`src/rtl/keyb_fifo_pkg.sv`:
```
// Shared types and constants for the keyboard event FIFO.
// Provides the default event width, filter state encoding and timestamp width.
package keyb_fifo_pkg;

    localparam int WIDTH_DEF = 32;
    localparam int TS_W      = 16;

    typedef enum logic {
        IDLE,
        QUAL
    } filt_state_e;

endpackage

```
`src/rtl/keyb_change_detect.sv`:
```
// Turns the level-style keyboard value into single-cycle push events.
// Ports: clk, reset (sync, high), keyb_char in; push pulse, acc_val out.
module keyb_change_detect
    import keyb_fifo_pkg::*;
#(
    parameter int WIDTH      = WIDTH_DEF,
    parameter int STABLE_CYC = 4
) (
    input  logic             clk,
    input  logic             reset,
    input  logic [WIDTH-1:0] keyb_char,
    output logic             push,
    output logic [WIDTH-1:0] acc_val
);

    localparam int CNT_W = $clog2(STABLE_CYC + 1);

    logic [WIDTH-1:0] sync_q, sync_d;
    logic [WIDTH-1:0] samp_q, samp_d;
    logic [WIDTH-1:0] cand_q, cand_d;
    logic [WIDTH-1:0] last_q, last_d;
    logic [CNT_W-1:0] cnt_q, cnt_d;
    logic             push_q, push_d;
    filt_state_e      state_q, state_d;

    always_comb begin
        sync_d  = keyb_char;
        samp_d  = sync_q;
        cand_d  = cand_q;
        last_d  = last_q;
        cnt_d   = cnt_q;
        state_d = state_q;
        push_d  = 1'b0;
        unique case (state_q)
            IDLE: begin
                if (samp_q != last_q) begin
                    // A release to 0 re-arms the filter for the same key.
                    if (samp_q == '0) begin
                        last_d = '0;
                    end else if (STABLE_CYC == 1) begin
                        push_d = 1'b1;
                        last_d = samp_q;
                    end else begin
                        state_d = QUAL;
                        cand_d  = samp_q;
                        cnt_d   = CNT_W'(1);
                    end
                end
            end
            QUAL: begin
                if (samp_q != cand_q) begin
                    state_d = IDLE;
                    cnt_d   = '0;
                end else if (cnt_q == CNT_W'(STABLE_CYC - 1)) begin
                    push_d  = 1'b1;
                    last_d  = cand_q;
                    state_d = IDLE;
                    cnt_d   = '0;
                end else begin
                    cnt_d = cnt_q + CNT_W'(1);
                end
            end
            default: state_d = IDLE;
        endcase
    end

    always_ff @(posedge clk) begin
        if (reset) begin
            sync_q  <= '0;
            samp_q  <= '0;
            cand_q  <= '0;
            last_q  <= '0;
            cnt_q   <= '0;
            push_q  <= 1'b0;
            state_q <= IDLE;
        end else begin
            sync_q  <= sync_d;
            samp_q  <= samp_d;
            cand_q  <= cand_d;
            last_q  <= last_d;
            cnt_q   <= cnt_d;
            push_q  <= push_d;
            state_q <= state_d;
        end
    end

    assign push    = push_q;
    assign acc_val = last_q;

endmodule

```
`src/rtl/keyb_event_fifo.sv`:
```
// Key event FIFO: filters keyb_char into events, buffers them for memIO pops.
// Ports: clk, reset, keyb_char, rd_en, clr_ovf in; dout, empty, full, count,
// overflow out; ts out only when KEYB_FIFO_TIMESTAMP_EN is defined.
module keyb_event_fifo
    import keyb_fifo_pkg::*;
#(
    parameter int WIDTH      = WIDTH_DEF,
    parameter int DEPTH      = 16,
    parameter int STABLE_CYC = 4
) (
    input  logic                     clk,
    input  logic                     reset,
    input  logic [WIDTH-1:0]         keyb_char,
    input  logic                     rd_en,
    input  logic                     clr_ovf,
    output logic [WIDTH-1:0]         dout,
    output logic                     empty,
    output logic                     full,
    output logic [$clog2(DEPTH):0]   count,
    output logic                     overflow
`ifdef KEYB_FIFO_TIMESTAMP_EN
    ,
    output logic [TS_W-1:0]          ts
`endif
);

    localparam int PW = $clog2(DEPTH);
    localparam int CW = PW + 1;

    logic             push;
    logic [WIDTH-1:0] push_val;

    keyb_change_detect #(
        .WIDTH      (WIDTH),
        .STABLE_CYC (STABLE_CYC)
    ) u_detect (
        .clk       (clk),
        .reset     (reset),
        .keyb_char (keyb_char),
        .push      (push),
        .acc_val   (push_val)
    );

    logic [WIDTH-1:0] mem_q [DEPTH];
    logic [PW-1:0]    wr_ptr_q, wr_ptr_d;
    logic [PW-1:0]    rd_ptr_q, rd_ptr_d;
    logic [CW-1:0]    count_q, count_d;
    logic             full_q, full_d;
    logic             empty_q, empty_d;
    logic             overflow_q, overflow_d;
    logic             do_push, do_pop, drop;

    always_comb begin
        do_pop  = rd_en && !empty_q;
        // A pop frees the slot in the same cycle, so push-while-full is
        // only a drop when nothing is popped.
        do_push = push && (!full_q || do_pop);
        drop    = push && full_q && !do_pop;

        wr_ptr_d   = wr_ptr_q + PW'(do_push);
        rd_ptr_d   = rd_ptr_q + PW'(do_pop);
        count_d    = count_q + CW'(do_push) - CW'(do_pop);
        full_d     = (count_d == CW'(DEPTH));
        empty_d    = (count_d == '0);
        overflow_d = (overflow_q && !clr_ovf) || drop;
    end

    always_ff @(posedge clk) begin
        if (reset) begin
            wr_ptr_q   <= '0;
            rd_ptr_q   <= '0;
            count_q    <= '0;
            full_q     <= 1'b0;
            empty_q    <= 1'b1;
            overflow_q <= 1'b0;
        end else begin
            wr_ptr_q   <= wr_ptr_d;
            rd_ptr_q   <= rd_ptr_d;
            count_q    <= count_d;
            full_q     <= full_d;
            empty_q    <= empty_d;
            overflow_q <= overflow_d;
        end
    end

    always_ff @(posedge clk) begin
        if (do_push) begin
            mem_q[wr_ptr_q] <= push_val;
        end
    end

    assign dout     = empty_q ? '0 : mem_q[rd_ptr_q];
    assign empty    = empty_q;
    assign full     = full_q;
    assign count    = count_q;
    assign overflow = overflow_q;

`ifdef KEYB_FIFO_TIMESTAMP_EN
    logic [TS_W-1:0] ts_cnt_q, ts_cnt_d;
    logic [TS_W-1:0] ts_mem_q [DEPTH];

    always_comb begin
        ts_cnt_d = ts_cnt_q + TS_W'(1);
    end

    always_ff @(posedge clk) begin
        if (reset) begin
            ts_cnt_q <= '0;
        end else begin
            ts_cnt_q <= ts_cnt_d;
        end
    end

    always_ff @(posedge clk) begin
        if (do_push) begin
            ts_mem_q[wr_ptr_q] <= ts_cnt_q;
        end
    end

    assign ts = empty_q ? '0 : ts_mem_q[rd_ptr_q];
`endif

endmodule
```
`config.mk`:
```
export PLATFORM = sky130hd
export DESIGN_NAME = keyb_event_fifo
export DESIGN_NICKNAME = d
export VERILOG_FILES = /design/src/rtl/keyb_fifo_pkg.sv /design/src/rtl/keyb_change_detect.sv /design/src/rtl/keyb_event_fifo.sv
export SDC_FILE = /design/constraint.sdc
export NUM_CORES = 1
export LEC_CHECK = 0
export CORE_MARGIN = 8
export CORE_UTILIZATION = 50
export CTS_CLUSTER_SIZE = 25
export DETAILED_ROUTE_END_ITERATION = 10
export MAX_ROUTING_LAYER = met4
export PLACE_DENSITY = 0.68
export SETUP_SLACK_MARGIN = 0.1
export SKIP_CTS_REPAIR_TIMING = 1
export SLEW_MARGIN = 20
export SYNTH_ARGS = -nofsm -noshare
export SYNTH_HDL_FRONTEND = slang
export SYNTH_SLANG_ARGS = --single-unit
```
`constraint.sdc`:
```
create_clock -name clk -period 4.2 [get_ports clk]
set_input_delay 0.42 -clock clk [delete_from_list [all_inputs] [get_ports clk]]
set_output_delay 0.42 -clock clk [all_outputs]
set_load 0.02 [all_outputs]
```
==> results of run 1 <==
-- stage by stage --
| stage | power [mW] | cell area (µm²) | std cells | hold slack [ps] | utilization, % |
|---|---|---|---|---|---|
| after floorplan | 8.36 | 25400 | 1379 | 414 | - |
| after global placement | 8.85 | 27200 | 2090 | 423 | 54.1 |
| after detailed placement | 8.87 | 27200 | 2090 | 421 | 54.1 |
| after CTS | 14.6 | 29300 | 2209 | 351 | 58.3 |
| after global routing | 14.9 | 29300 | 2209 | 369 | 58.3 |
| final | 14.4 | 29300 | 2209 | 382 | 58.3 |
-- flip-flops by register name (all words and copies together) (netlist names) --
register	count
count	5
rd_ptr_q	4
u_detect.samp_q	32
empty	1
wr_ptr_q	4
full	1
u_detect.acc_val	32
u_detect.cnt_q	3
overflow	1
u_detect.push	1
u_detect.cand_q	32
u_detect.samp_d	32
mem_q	512
u_detect.state_q	1
-- cells in the final DEF (no fill, tap or decap), types with 2 or more instances in the layout --
cell type                         count
sky130_fd_sc_hd__ha_1                10
sky130_fd_sc_hd__nand2b_1             4
sky130_fd_sc_hd__nor3_2               4
sky130_fd_sc_hd__nor4_4               3
sky130_fd_sc_hd__clkbuf_1            15
sky130_fd_sc_hd__nand2_1              7
sky130_fd_sc_hd__buf_4               29
sky130_fd_sc_hd__or2_2                6
sky130_fd_sc_hd__dfxtp_4              2
sky130_fd_sc_hd__dfxtp_2              3
sky130_fd_sc_hd__a21o_1               3
sky130_fd_sc_hd__clkinv_1            12
sky130_fd_sc_hd__clkinv_2            11
sky130_fd_sc_hd__xor2_1              10
sky130_fd_sc_hd__bufinv_16            3
sky130_fd_sc_hd__mux2i_1             32
sky130_fd_sc_hd__nor4_1              10
sky130_fd_sc_hd__a21oi_1             37
sky130_fd_sc_hd__mux4_2             160
sky130_fd_sc_hd__edfxtp_1           512
sky130_fd_sc_hd__xnor2_1             62
sky130_fd_sc_hd__buf_12               5
sky130_fd_sc_hd__nor2_1              42
sky130_fd_sc_hd__nor3_1               2
sky130_fd_sc_hd__nor2b_1            105
sky130_fd_sc_hd__nor2_4              12
sky130_fd_sc_hd__nand4_1             16
sky130_fd_sc_hd__dfxtp_1            144
sky130_fd_sc_hd__clkinvlp_4           2
sky130_fd_sc_hd__inv_1               44
sky130_fd_sc_hd__nand3_1             37
sky130_fd_sc_hd__clkbuf_16           72
sky130_fd_sc_hd__clkbuf_8             3
sky130_fd_sc_hd__or2_0               27
sky130_fd_sc_hd__clkdlybuf4s50_1     74
-- worst max-delay path: stages, from the launching register on --
cell and delay (ps):
sky130_fd_sc_hd__dfxtp_4 590, sky130_fd_sc_hd__buf_4 430, sky130_fd_sc_hd__mux4_2 550, sky130_fd_sc_hd__mux4_2 520, sky130_fd_sc_hd__nor2b_1 160, sky130_fd_sc_hd__clkdlybuf4s50_1 560
-- metal layers --
metal / part of all wire, % / vias up / GRT usage, %
li1: - / 5530 / -
met1: 43 / 6417 / 24.7
met2: 49 / 383 / 29.9
met3: 5.9 / 72 / 2.98
met4: 2.1 / 0 / 5.53
met5: 0 / - / -
-- area by class of cell --
class	count	area share, %
Clock inverter	29	0.731
Sequential cell	661	62.8
Inverter	44	0.564
Timing Repair Buffer	108	3.62
Multi-Input combinational cell	605	23.0
Clock buffer	90	6.49
Tap cell	672	2.87
-- final timing paths --
path,to
min,u_detect.samp_d[0]
min reg2reg,u_detect.samp_q[13]
max,dout[10]
max reg2reg,u_detect.cand_q[4]
-- cell families after synthesis --
logic type	Yosys count	synth area share (%)
AOI/OAI and AO/OA	46	1.04
xor gates and xnor gates	72	2.48
adders and majority gates	11	0.571
buffers and inverters	113	1.83
DFF	661	72.2
muxes	192	15.4
and+or+nand+nor	284	6.48
-- report_power, final --
group	switching [mW]	total [mW]	internal (mW)
combinational	0.726	1.59	0.860
sequential	0.0804	7.10	7.02
clock	2.36	5.71	3.35
total	3.17	14.4	11.2
==> summary.md, run 1 <==
The flow ran to the end, and the final reports show no timing, DRC or antenna violations. The depth of the worst register-to-register path was 7; the clock skew after layout was 11.5 ps. At the placement stage, the worst setup path has a slack of 903 ps. The worst hold path cell count was 2. The share of synthesized area in the top cell type comes to 60.4%. The later pin in the worst-skew pair is clocked with a latency of 590 ps.

The tools report the hold path startpoint as keyb_char[0]. The root buffer cell chosen for the clock tree is sky130_fd_sc_hd__clkbuf_16. Setup violations remaining at the end of the flow were counted as 0. The number of standard cells after synthesis is 1379, and the antenna diode count is 0. The fill cell total of the finished layout was 3705. The arrival time reported for the critical path endpoint was 3420 ps. Yosys mapped a number of flops with a built-in enable equal to 512. After detailed routing, the number of remaining DRC violations is 0.

The first global-routing pass estimated 80500 µm of wire. After synthesis, the share of flip-flops with an asynchronous set or reset is 0%. For the count of boundary I/O pins, the log shows 76.

Measured along the x axis, the die boundary spans 242 µm. TritonCTS built the clock tree. After layout, the worst setup slack is 361 ps. The detailed router finished its first iteration with 1090 violations. The flip-flop and latch count after synthesis was 661; the final layout net count was 1533. The run gives 29600 µm as the final HPWL from detailed placement.

The pre-antenna-repair detailed-routing pass consisted of 5 iterations. After floorplanning, the core was divided into 82 placement rows. The tools report the final sum of negative setup slack as 0 ps. For the pin with the worst max-slew slack, the measured transition is 867 ps.

The remaining global-route overflow was 0; the area of the mapped netlist was 0.0254 mm². For this run, the top clock speed supported by timing is 260 MHz. Global routing used 18.7% of the available tracks. The most common cell in the synthesized netlist is sky130_fd_sc_hd__edfxtp_1. Setup slack on the worst reg-to-reg path comes out at 1400 ps. The logs give 0 for the number of max-capacitance violations reported and 0.00672 mm² for the area of the multi-input gates. The tools report the deepest clock path buffer count as 3. In this run the power density over the cells is 492 mW/mm². The count of H-tree levels built during CTS came out at 3.

The floorplan step defined a die boundary enclosing 0.0583 mm². The area growth from synthesis to layout is 15.1%. In the synthesized netlist the dominant register cell turns out to be sky130_fd_sc_hd__edfxtp_1. Yosys attributes the largest share of cell area to sky130_fd_sc_hd__edfxtp_1, sky130_fd_sc_hd__mux4_2, sky130_fd_sc_hd__dfxtp_1, sky130_fd_sc_hd__nor2b_1, sky130_fd_sc_hd__xnor2_1. For the net count of the mapped netlist, the log shows 1426.

The number of vias after detailed routing came out at 12400. The kind of critical path was reg -> out. Setup repair after global routing left no endpoint under its margin. Ranked by instance count, the synthesized netlist is headed by sky130_fd_sc_hd__edfxtp_1, sky130_fd_sc_hd__mux4_2, sky130_fd_sc_hd__dfxtp_1.

The logs give 0 for the number of warnings issued by yosys and 0.0502 mm² for the total core area. For this run, the register share of the synthesized area comes to 72.2%. For the initial cell density of the core, the log shows 50.7%. The worst register-to-register path begins at u_detect.acc_val[1]. The sequential cell area is 0.0184 mm².

Critical path endpoint category: a primary output. The relative slew slack is 42.2%. Entering global routing, the biggest net connects 90 pins.

The synthesized area divided by synthesized cell count works out to 18.4 µm². The logs give 13000 for the number of global-route vias before repair and 3780 ps for the data required time at the worst endpoint. Clock-pin slew was measured on the worst setup and hold paths at 60 ps. The start point of the critical path is rd_ptr_q[0]. During placement, the flow inserted port buffers numbering 75. The ratio of cells with drive above 1 in the final layout came out at 20.8%. Counting the buffers created by CTS gives 66. The detail route stage leaves a number of antenna-violating nets equal to 0. The final layout contains routed wiring with a total length of 52700 µm.

The initial antenna violation count was 1. Via-per-instance ratio: 5.61. Of all cell types, the one taking the most synthesized area is sky130_fd_sc_hd__edfxtp_1. Of the available clock period, the critical path in the final layout requires 91.4%. Measured along the y axis, the die boundary spans 242 µm. For the hold violation total from the final report, the log shows 0. In this run the worst hold path is classified as in -> reg. IR analysis of the VDD net gives a maximum drop of 306 µV. Dividing the detail-routed wire length by the instance count gives 23.9 µm.

Routability-driven placement finished with a final weighted congestion of 0.781. Of all nets on the critical path, the largest fanout is 19. The clock net in this run drives a total of 661 sinks. The clock period minus worst slack is 3840 ps, and the final number of max-transition violations is 0.

For the leakage component of the power, the log shows 9.42 nW. The kind of launch point of the worst setup path is a flip-flop. The number of different library cells used by synthesis comes to 41.
Note: power is estimated with default switching activity, not from simulation.
==> inputs of run 2 (changes only) <==
Clock period 4.2 ns to 3.54 ns, I/O delays scaled along.
==> summary.md, run 2 (synthesis results as in run 1) <==
The run finished with clean final reports. The arrival time reported for the critical path endpoint was 3070 ps. Summed over all nets, the switching power comes to 3.80 mW.

The worst register-to-register path begins at u_detect.samp_q[4]. For the proportion of power drawn by flip-flops and latches, the log shows 49.3%. Leakage component of the power: 9.96 nW. The family of cells with the greatest summed delay on the critical path was multiplexers. The final sum of negative setup slack is 0 ps, and the sum of routed wire length over all layers is 54000 µm. Counting I/O delays and the setup requirement, the final critical path takes 3420 ps.

Number of flip-flops under the largest register name: 512. Combinational cells account for 11.7% of the total power. The core region is 0.0502 mm².

Setup-violating endpoint count in the final report: 0. The count of boundary I/O pins is 76, and the depth of the worst register-to-register path is 7. The tightest min-delay check is of the in -> reg type.

Measured against its own limit, the worst slew margin works out to 39.7%. The clock tree synthesis step divided the H-tree into 3 levels. Entering global routing, the biggest net connects 90 pins. In this run the remaining antenna-violating nets after routing total 0. The endpoint of the lowest-slack register-to-register path was u_detect.acc_val[2]. IR analysis of the VDD net gives a maximum drop of 326 µV.

In the layout the commonest cells are sky130_fd_sc_hd__edfxtp_1, sky130_fd_sc_hd__mux4_2, sky130_fd_sc_hd__dfxtp_1, sky130_fd_sc_hd__nor2b_1, sky130_fd_sc_hd__clkbuf_16. Buffering stage count on the worst path with inverters included: 3. For the pin with the worst max-slew slack, the measured transition is 905 ps. The tools report the final number of max-transition violations as 0. The most flop-heavy register was mem_q.

The kind of critical path is reg -> out. The run gives 0.00675 mm² as the area of the multi-input gates. The filler cells instantiated in the layout total 3711. The first global-routing pass estimated 81200 µm of wire. Among all stages on the critical path, the largest delay is contributed by sky130_fd_sc_hd__clkdlybuf4s50_1.

The HPWL after detailed placement is 29900 µm. The total power per unit cell area is 572 mW/mm². In the routed design, unresolved DRC markers number 0. The tools report the number of global-route vias before repair as 13100. The clock passes through at most 3 buffers.

Clock tree synthesis inserted a total of 66 buffers. STA classifies the critical path endpoint as a primary output. The proportion of total power due to net switching works out to 22.3%. At the later pin of the worst-skew pair, clock insertion delay measures 590 ps. The worst hold path terminates at u_detect.samp_d[11].

The instance count after placement with tap cells included was 2109; the total routing resource utilization after global routing was 18.9%. Hold timing on the final database bottoms out at a slack of 311 ps. Along the worst hold path, the cell count comes to 2. Clock tree synthesis selected as its root buffer the cell sky130_fd_sc_hd__clkbuf_16.

The library cell used most frequently in the layout, excluding fill and tap cells, is sky130_fd_sc_hd__edfxtp_1. The clock-pin slew on the worst setup and hold paths came out at 60 ps. Hold violation total from the final report: 0. The most numerous cell on the critical path was sky130_fd_sc_hd__mux4_2.

TritonCTS built the clock tree. The die is 242 µm wide. The die height was 242 µm; the ratio of cells with drive above 1 in the final layout was 22.5%. The top achievable clock speed is 292 MHz, and the final core utilization is 59.4%. Traced cell by cell, the critical path runs through buf_4, buf_12, mux4_2, mux4_2, nor2b_1, clkdlybuf4s50_1.

Dividing the detail-routed via count by the number of cells gives 5.63. On the final layout, the worst clock skew is 26.6 ps. Max-cap violations in this run came to 0. The tools report the hold path startpoint as keyb_char[11]. The kind of launch point of the worst setup path is a flip-flop. The layout overhead on the synthesized area is 17.1%. The count of buffers added on input and output ports is 75.

The number of clock sinks was 661. Once the floorplan was initialized, standard cells occupied 50.7% of the core. The internal portion of the total power is 13.2 mW.

The iteration-0 DRC count of the detailed router is 1128, and the detail-routed net length per standard cell is 24.1 µm. STA puts the critical path data required time at 3190 ps. Along the worst path, the maximum fanout reaches 19. Before antenna repair, the detailed router went through 5 iterations. Share of total power in the clock network: 39.0%. Routability-driven placement finished with a final weighted congestion of 0.802. Setup repair after global routing could not meet its margin everywhere. The floorplan step defined a die boundary enclosing 0.0583 mm². Final layout net count: 1563. The logs give 2240 for the number of standard cells in the final layout excluding fillers and 82 for the row count. For this run the aggregate overflow at the end of global routing stands at 0. The initial antenna violation count was 2; the number of vias after detailed routing was 12600.

Setup slack on the worst reg-to-reg path comes out at 710 ps. The stage delay of the slowest cell on the critical path is 550 ps, and the fraction of the cycle the final worst path needs is 96.7%. The sequential cell area was 0.0184 mm².
==> run 2: cell count changes in the layout (fill, tap and decap cells not counted), sizes merged, moves of 2 or more <==
cell / delta
buf: +30
clkbuf: -7
clkdlybuf4s50: -26
clkinv: +4
clkinvlp: +2
dlymetal6s2s: +26
inv: +2
==> run 2: worst reg2reg max path: stages, from the launching register on <==
cell and delay, ps:
sky130_fd_sc_hd__dfxtp_1 430, sky130_fd_sc_hd__xnor2_1 200, sky130_fd_sc_hd__nand4_1 260, sky130_fd_sc_hd__nor4_4 510, sky130_fd_sc_hd__nand4_4 540, sky130_fd_sc_hd__buf_4 410, sky130_fd_sc_hd__or2_2 290, sky130_fd_sc_hd__a21oi_1 130
==> run 2: power groups by stage <==
stage	logic, mW	clock network (mW)	registers (mW)
global placement	1.94	0	8.60
finish	1.99	6.64	8.41
floorplan	1.34	0	8.58
CTS	1.97	6.78	8.44
detailed placement	1.95	0	8.61
global route	2.16	7.06	8.41
==> run 2: area by class of cell <==
cell class | count | share of cell area [%]
Clock buffer | 83 | 6.14
Sequential cell | 661 | 61.6
Inverter | 44 | 0.554
Antenna cell | 1 | 0.00840
Clock inverter | 36 | 0.773
Multi-Input combinational cell | 605 | 22.7
Timing Repair Buffer | 138 | 5.40
Tap cell | 672 | 2.82
==> run 2: stage by stage <==
step / total power [mW] / cell area, µm² / setup slack (ps)
6_report: 17.0 / 29800 / 118
5_1_grt: 17.6 / 29800 / -4.96
4_1_cts: 17.2 / 29600 / -186
3_5_place_dp: 10.6 / 27600 / 480
3_3_place_gp: 10.5 / 27600 / 468
2_1_floorplan: 9.92 / 25500 / 589
==> run 2: worst max-delay path by stage <==
stage                      from            to  slack (ps)  cells after the start
floorplan                 empty  mem_q[12][0]         590                      5
global placement    rd_ptr_q[0]      dout[29]         470                      5
detailed placement  rd_ptr_q[0]      dout[29]         480                      5
CTS                 rd_ptr_q[0]      dout[29]        -190                      5
global route        rd_ptr_q[0]      dout[13]          -5                      6
finish              rd_ptr_q[0]      dout[13]         120                      6
==> run 2: per-layer routing <==
| metal | share of wire, % | wire [µm] | vias to the layer above | track usage [%] |
|---|---|---|---|---|
| met3 | 6.4 | 3480 | 78 | 3.22 |
| met5 | 0 | 0 | - | - |
| met4 | 2.0 | 1060 | 0 | 5.71 |
| li1 | - | - | 5591 | - |
| met2 | 49 | 26500 | 408 | 30.7 |
| met1 | 43 | 23000 | 6531 | 24.4 |
